--- config.mk ---
export PLATFORM = sky130hd
export DESIGN_NAME = fc_rr_scheduler
export DESIGN_NICKNAME = d
export VERILOG_FILES = /design/src/rtl/fc_rr_scheduler.sv
export SDC_FILE = /design/constraint.sdc
export NUM_CORES = 1
export LEC_CHECK = 0
export ABC_CLOCK_PERIOD_IN_PS = 3100
export BUFFER_PORTS_ARGS = -buffer_cell sky130_fd_sc_hd__buf_2
export CORE_MARGIN = 4
export CORE_UTILIZATION = 40
export CTS_CLUSTER_DIAMETER = 40
export DETAILED_ROUTE_END_ITERATION = 12
export PLACE_DENSITY = 0.85
export SLEW_MARGIN = 20
export SYNTH_ARGS = -nofsm -noshare
export SYNTH_HDL_FRONTEND = slang
export SYNTH_SLANG_ARGS = --single-unit
--- constraint.sdc ---
create_clock -name clk -period 3.1 [get_ports clk]
set_input_delay 0.31 -clock clk [delete_from_list [all_inputs] [get_ports clk]]
set_output_delay 0.31 -clock clk [all_outputs]
set_load 0.02 [all_outputs]
--- src/rtl/fc_rr_scheduler.sv ---
// fc_rr_scheduler
// Shares one fully-connected layer engine between two requesters. The engine is
// granted to one requester for a whole job: N input words streamed in, then M
// result words routed back to that requester. Arbitration is round-robin.
module fc_rr_scheduler #(
   parameter int M = 8,
   parameter int N = 10,
   parameter int T = 16
) (
   input  logic                clk,
   input  logic                reset,

   input  logic                req0_valid,
   output logic                req0_ready,
   input  logic signed [T-1:0] req0_data,
   input  logic                req1_valid,
   output logic                req1_ready,
   input  logic signed [T-1:0] req1_data,

   output logic                resp0_valid,
   input  logic                resp0_ready,
   output logic                resp1_valid,
   input  logic                resp1_ready,
   output logic signed [T-1:0] resp_data,

   output logic                eng_in_valid,
   input  logic                eng_in_ready,
   output logic signed [T-1:0] eng_in_data,
   input  logic                eng_out_valid,
   output logic                eng_out_ready,
   input  logic signed [T-1:0] eng_out_data,

   output logic                owner,
   output logic                busy,
   output logic                job_done,
   output logic                protocol_err
);

   localparam int MAX_BEATS = (M > N) ? M : N;
   localparam int CW        = $clog2(MAX_BEATS + 1);

   typedef enum logic [1:0] {
      IDLE  = 2'd0,
      LOAD  = 2'd1,
      DRAIN = 2'd2
   } state_t;

   state_t        state_reg;
   logic          owner_reg;
   logic          ptr_reg;
   logic          busy_reg;
   logic          perr_reg;
   logic [CW-1:0] cnt_reg;

   logic [1:0] req_valid_vec;
   logic [1:0] req_ready_vec;
   logic [1:0] resp_valid_vec;
   logic [1:0] resp_ready_vec;
   logic       in_load;
   logic       in_drain;
   logic       in_fire;
   logic       out_fire;
   logic       last_in;
   logic       last_out;
   logic       grant_owner;

   assign req_valid_vec  = {req1_valid, req0_valid};
   assign resp_ready_vec = {resp1_ready, resp0_ready};

   assign in_load  = (state_reg == LOAD);
   assign in_drain = (state_reg == DRAIN);

   // Zero-latency pass-through of the owner's streams; everything is gated by
   // the registered state so an asynchronous reset silences all handshakes.
   assign eng_in_valid  = in_load & req_valid_vec[owner_reg];
   assign eng_in_data   = in_load ? (owner_reg ? req1_data : req0_data) : '0;
   assign eng_out_ready = in_drain & resp_ready_vec[owner_reg];
   assign resp_data     = in_drain ? eng_out_data : '0;

   genvar gi;
   generate
      for (gi = 0; gi < 2; gi++) begin : g_port
         assign req_ready_vec[gi]  = in_load  & (owner_reg == 1'(gi)) & eng_in_ready;
         assign resp_valid_vec[gi] = in_drain & (owner_reg == 1'(gi)) & eng_out_valid;
      end
   endgenerate

   assign req0_ready  = req_ready_vec[0];
   assign req1_ready  = req_ready_vec[1];
   assign resp0_valid = resp_valid_vec[0];
   assign resp1_valid = resp_valid_vec[1];

   assign in_fire  = eng_in_valid & eng_in_ready;
   assign out_fire = in_drain & eng_out_valid & eng_out_ready;
   assign last_in  = in_fire  & (cnt_reg == CW'(N - 1));
   assign last_out = out_fire & (cnt_reg == CW'(M - 1));

   // A lone requester always wins; on a tie the priority pointer decides.
   assign grant_owner = (req0_valid & req1_valid) ? ptr_reg : req1_valid;

   assign owner        = owner_reg;
   assign busy         = busy_reg;
   assign job_done     = last_out;
   assign protocol_err = perr_reg;

   // Job sequencing: arbitrate, count input beats, count result beats, rotate priority.
   always_ff @(posedge clk or negedge reset) begin
      if (!reset) begin
         state_reg <= IDLE;
         owner_reg <= 1'b0;
         ptr_reg   <= 1'b0;
         busy_reg  <= 1'b0;
         cnt_reg   <= '0;
      end else begin
         case (state_reg)
            IDLE: begin
               if (|req_valid_vec) begin
                  owner_reg <= grant_owner;
                  cnt_reg   <= '0;
                  busy_reg  <= 1'b1;
                  state_reg <= LOAD;
               end
            end
            LOAD: begin
               if (in_fire) begin
                  if (last_in) begin
                     cnt_reg   <= '0;
                     state_reg <= DRAIN;
                  end else begin
                     cnt_reg <= cnt_reg + CW'(1);
                  end
               end
            end
            DRAIN: begin
               if (out_fire) begin
                  if (last_out) begin
                     cnt_reg   <= '0;
                     ptr_reg   <= ~owner_reg;
                     busy_reg  <= 1'b0;
                     state_reg <= IDLE;
                  end else begin
                     cnt_reg <= cnt_reg + CW'(1);
                  end
               end
            end
            default: begin
               busy_reg  <= 1'b0;
               state_reg <= IDLE;
            end
         endcase
      end
   end

   // Sticky flag for engine results that arrive when no job is draining.
   always_ff @(posedge clk or negedge reset) begin
      if (!reset) begin
         perr_reg <= 1'b0;
      end else if (eng_out_valid && !in_drain) begin
         perr_reg <= 1'b1;
      end
   end

endmodule

---- Word level (Yosys, flattened, before mapping) ----
Cells that the tools add are included.
word-level totals
  register bits after elaboration ......... 10
  input port bits ......................... 56
  output and inout bits ................... 42
  logic and storage cells ................. 69
operators by class
  $add $sub $neg .......................... 1
  $lt $le $gt $ge ......................... 1
  equality and inequality tests ........... 9
  multiplexer cells ....................... 24
  bitwise logic cells ..................... 18
  reduce and logical (&&, ||, !) cells .... 10
operators with widths
  cell                                                    number
  2-to-1 mux 16 bit                                       3
  2-to-1 mux 4 bit                                        5
  bitwise AND 1 bit                                       16
  one-hot mux 4 bit (3 select lines)                      1
  2-to-1 mux 2 bit                                        5
  2-to-1 mux 1 bit                                        8
  AND reduction 4 bit                                     2
  inequality test 2 x 1 -> 1 bit (second input constant)  3
  one-hot mux 2 bit (3 select lines)                      1
  AND reduction 5 bit                                     1
  adder 4 x 1 -> 4 bit (second input constant)            1
  == test 4 x 3 -> 1 bit (second input constant)          1
  == test 4 bit (second input constant)                   1
  inequality test 2 bit (second input constant)           2
  one-hot mux 1 bit (3 select lines)                      1
  AND reduction 3 bit                                     1
  nonzero test 3 bit                                      1
  == test 2 x 1 -> 1 bit (second input constant)          1
  == test 2 bit (second input constant)                   1
  zero test 2 bit                                         1
  < comparator 1 x 2 -> 1 bit (second input constant)     1
  NOT 1 bit                                               2
  AND reduction 2 bit                                     1
  OR reduction 2 bit                                      1
  other kinds (2)                                         2

---- Longest topological paths before layout ----
  depth in word-level cells ............... 8
  depth in mapped cells ................... 6
  depth with buffers taken out ............ 6

---- Worst setup path before layout ----
Ideal clock, no wire load.
  path kind ............................... register -> register
  from .................................... register owner_reg (netlist: owner)
  to ...................................... register state_reg[0]
  arrival time ............................ 1.925 ns
  path slack .............................. 1.050 ns
  cell stages (with the launch flop) ...... 6
  clock period less this slack ............ 2.050 ns
  path through ............................ dfrtp_1 -> buf_4 -> mux2i_1 -> o41a_1 -> or3b_4 -> mux2_4
on the way
  word-level cells in the longest chain between the ends .. 7
  elaborated cells between the ends (all ways) .. 15
  classes of those cells .................. eq/ne (4); mux (4); bitwise (6); reduce/logical (1)
ends and longest elaborated chain
  element                                                                                   RTL line  text
  from (decl)                                                                               49        logic owner_reg;
  from (signal assigned)                                                                    118       owner_reg <= grant_owner;
  2-to-1 mux 1 bit, on equally long branches (2 in a row)                                   75, 77
  bitwise AND 1 bit, on equally long branches                                               75, 77
  bitwise AND 1 bit, on equally long branches                                               93, 94
  bitwise AND 1 bit, on equally long branches                                               95, 96
  inequality test 2 x 1 -> 1 bit (no source line) or inequality test 2 bit (tied branches)  --
  AND reduction 5 bit (no source line) *                                                    --
  to (signal assigned)                                                                      109       state_reg <= IDLE;
  to (signal assigned)                                                                      121       state_reg <= LOAD;
  to (signal assigned)                                                                      128       state_reg <= DRAIN;
  to (decl)                                                                                 48        state_t state_reg;
Mark *: on every way between the ends. The rest lies on a longest branch, timed or not. The select of a mux whose other input is x is not followed.
A chain may end at the register's enable or synchronous reset.

---- Worst setup path in the final report ----
  from .................................... register state_reg[0]
  to ...................................... output port job_done
on the way
  word-level cells in the longest chain between the ends .. 4
  elaborated cells between the ends (all ways) .. 5
  classes of those cells .................. eq/ne (1); bitwise (4)
ends and longest elaborated chain
  element                                      RTL line  text
  == test 2 bit *                              71        assign in_drain = (state_reg == DRAIN);
  bitwise AND 1 bit, on equally long branches  94, 77
  bitwise AND 1 bit *                          94        assign out_fire = in_drain & eng_out_valid & eng_out_ready;
  bitwise AND 1 bit *                          96        assign last_out = out_fire & (cnt_reg == CW'(M - 1));
  to (decl)                                    35        output logic job_done,
Mark *: on every way between the ends. The rest lies on a longest branch, timed or not.

==> results.toml <==
[status]
outcome = "finished clean"

[clock_network]
clk_pin_slew_ns = 0.07
clk_latency_ns = 0.27
post_cts_buffers = 0
cts_tree = "built"
cts.htree.levels = 1
cts_hold_buf = 1
clock-root-buffer = "clkbuf_4"
post_cts_resized = 0
cts_num_sinks = 10
clk_path_buf_depth = 2
cts_made_buffers = 3

[final_layout]
utilization_pct = 64.19
fin_nets = 285
layout-drive-gt1-share_pct = 47.51
insertedDiodeCount = 0
area_growth_pct = 49.08
largest_reg_flops = 4
final_cells = 251
final_area_um2 = 1619

[die]
dieArea_um2 = 3613
fp.dieH_um = 60.11
num_rows = 18
core_um2 = 2522
die_x_um = 60.11
initial_core_util_pct = 43.06
io_pins = 98

[worst_hold_path]
min_from = "req0_valid"
min_path_type = "in2reg"
hold_depth = 2

[routing]
avgRoutedWirePerCell_um = 13.35
drc_errors = 0
viasPerCell = 4.920
drtIter0Drc = 35
ant_nets = 0
vias = 1235
drt-total-wl_um = 3352
drtPass1Iterations = 4

[sta]
worst_slew_pin_slew_ns = 0.5991
hold_viol_final = 0
max_freq_ghz = 0.4165
fin_skew_ns = 0.007339
tns_ns = 0
rsz0062_at_grt = "no"
finalCritPeriodShare_pct = 77.45
setup_viol = 0
slew_headroom_pct = 60.06
min_period_ns = 2.401
slew_violations = 0

[synthesis]
yosysTopAreaCell = "dfrtp_1"
avgSynthCellArea_um2 = 8.619
yosysMostFrequentCell = "nor2b_1"
synth_edf_count = 0
ys_seq_area_share_pct = 23.04
syn-instance-count = 126
ys.flop_type = "dfrtp_1"
yosys.cell_types.count = 33
synth_nets = 188
async_flop_share_pct = 100.0
synth_area_um2 = 1086
synth.top_cell.area_share_pct = 23.04
synthTopCellsByArea = "dfrtp_1, mux2i_1, nor2b_1"
synthTopCellsByCount = "nor2b_1, mux2i_1, and2_1"
ys_warn_count = 0
synth-seq-cells = 10

[worst_setup_path]
cp-start-kind = "flip-flop"
r2r-start = "state_reg[0]"
cp-end-kind = "output pin"
crit_start = "state_reg[0]"
ff2ff_path_depth = 6
cp.arrival_ns = 2.09
critPathKind = "reg2out"
cp.required_ns = 2.79
cp_max_fo = 23

[power_and_ir_drop]
finalPower_uw = 1305
p_per_area_nw_per_um2 = 806.2
power_leakage_uw = 0.0009627
vdd_drop_max_mv = 0.5561

[run]
cap_violations = 0

[placed_design]
place_area_um2 = 1587
gp_congestion = 0.7479
placed_cells = 247
dp_hpwl_um = 2800
portBuffers = 97

[grt]
grt_first_pass_wirelength_um = 5154
grt_max_degree = 25
grt_pass1_vias = 1161
grt.total_usage_pct = 18.47
grt.overflow.total = 0
antenna_found_initial = 0
==> cell type report <==
class / instances / area [um^2]
fillers: 228 / 903.4
multi-input cells: 103 / 783.3
repair buffers: 99 / 503.0
flip-flops and latches: 10 / 250.2
well taps: 30 / 37.54
clock buffers: 3 / 22.52
inverters: 6 / 22.52
==> final timing paths <==
kind / end / slack [ns]
max in group asynchronous: cnt_reg[3] / 2.48
min in group asynchronous: owner / 0.42
max reg2reg: state_reg[0] / 0.73
min: owner / 0.24
max: job_done / 0.70
min reg2reg: protocol_err / 0.45
==> critical path: stages (launching register included) <==
cell and delay, ns:
dfrtp_1 0.42, inv_1 0.10, ha_1 0.54, nand2_1 0.13
nor4_1 0.37, buf_2 0.24
==> power breakdown <==
part,total [uW],internal [uW],switching (uW),leakage (uW)
Combinational,1010,423,583,0.000829
Sequential,208,167,40.3,0.000120
Clock,90.8,44.9,45.8,0.0000138
Total,1310,636,669,0.000963
==> metal layers <==
metal / wire length (um) / GRT usage, % / vias up
met5: 0 / 0 / -
li1: - / - / 627
met2: 1808 / 33.02 / 41
met3: 241 / 5.184 / 3
met4: 21 / 4.430 / 0
met1: 1280 / 21.47 / 564
==> cells in the final DEF, fill, tap and decap left out, types with 2 or more instances in the layout <==
cell / count
inv_1: 6
o21ai_0: 2
nand2_1: 5
a31oi_1: 2
and3_1: 3
mux2i_1: 19
nand2b_1: 2
o2bb2ai_1: 3
and2_1: 16
buf_2: 97
nor2b_1: 21
mux2_4: 2
nor2_1: 5
ha_1: 6
dfrtp_1: 10
clkbuf_4: 3
==> cells by family (layout without fill, tap and decap cells) <==
| group | Yosys count | after routing | share of synthesized area [%] |
|---|---|---|---|
| AND/OR/NAND/NOR | 59 | 59 | 32.37 |
| multiplexers | 21 | 21 | 20.28 |
| AO/OA/AOI/OAI | 17 | 17 | 12.56 |
| buffers and inverters | 13 | 108 | 4.839 |
| flip-flops | 10 | 10 | 23.04 |
| adder cells (fa/ha/maj) | 6 | 6 | 6.912 |
==> metrics by stage <==
step | hold slack (ns) | setup slack, ns
final | 0.2385 | 0.6989
after global routing | 0.2586 | 0.5029
after floorplan | 0.01441 | 1.050
after global placement | 0.1834 | 0.8372
after detailed placement | 0.1896 | 0.7542
after CTS | 0.2295 | 0.6690
Note: power is estimated with default switching activity, not from simulation.
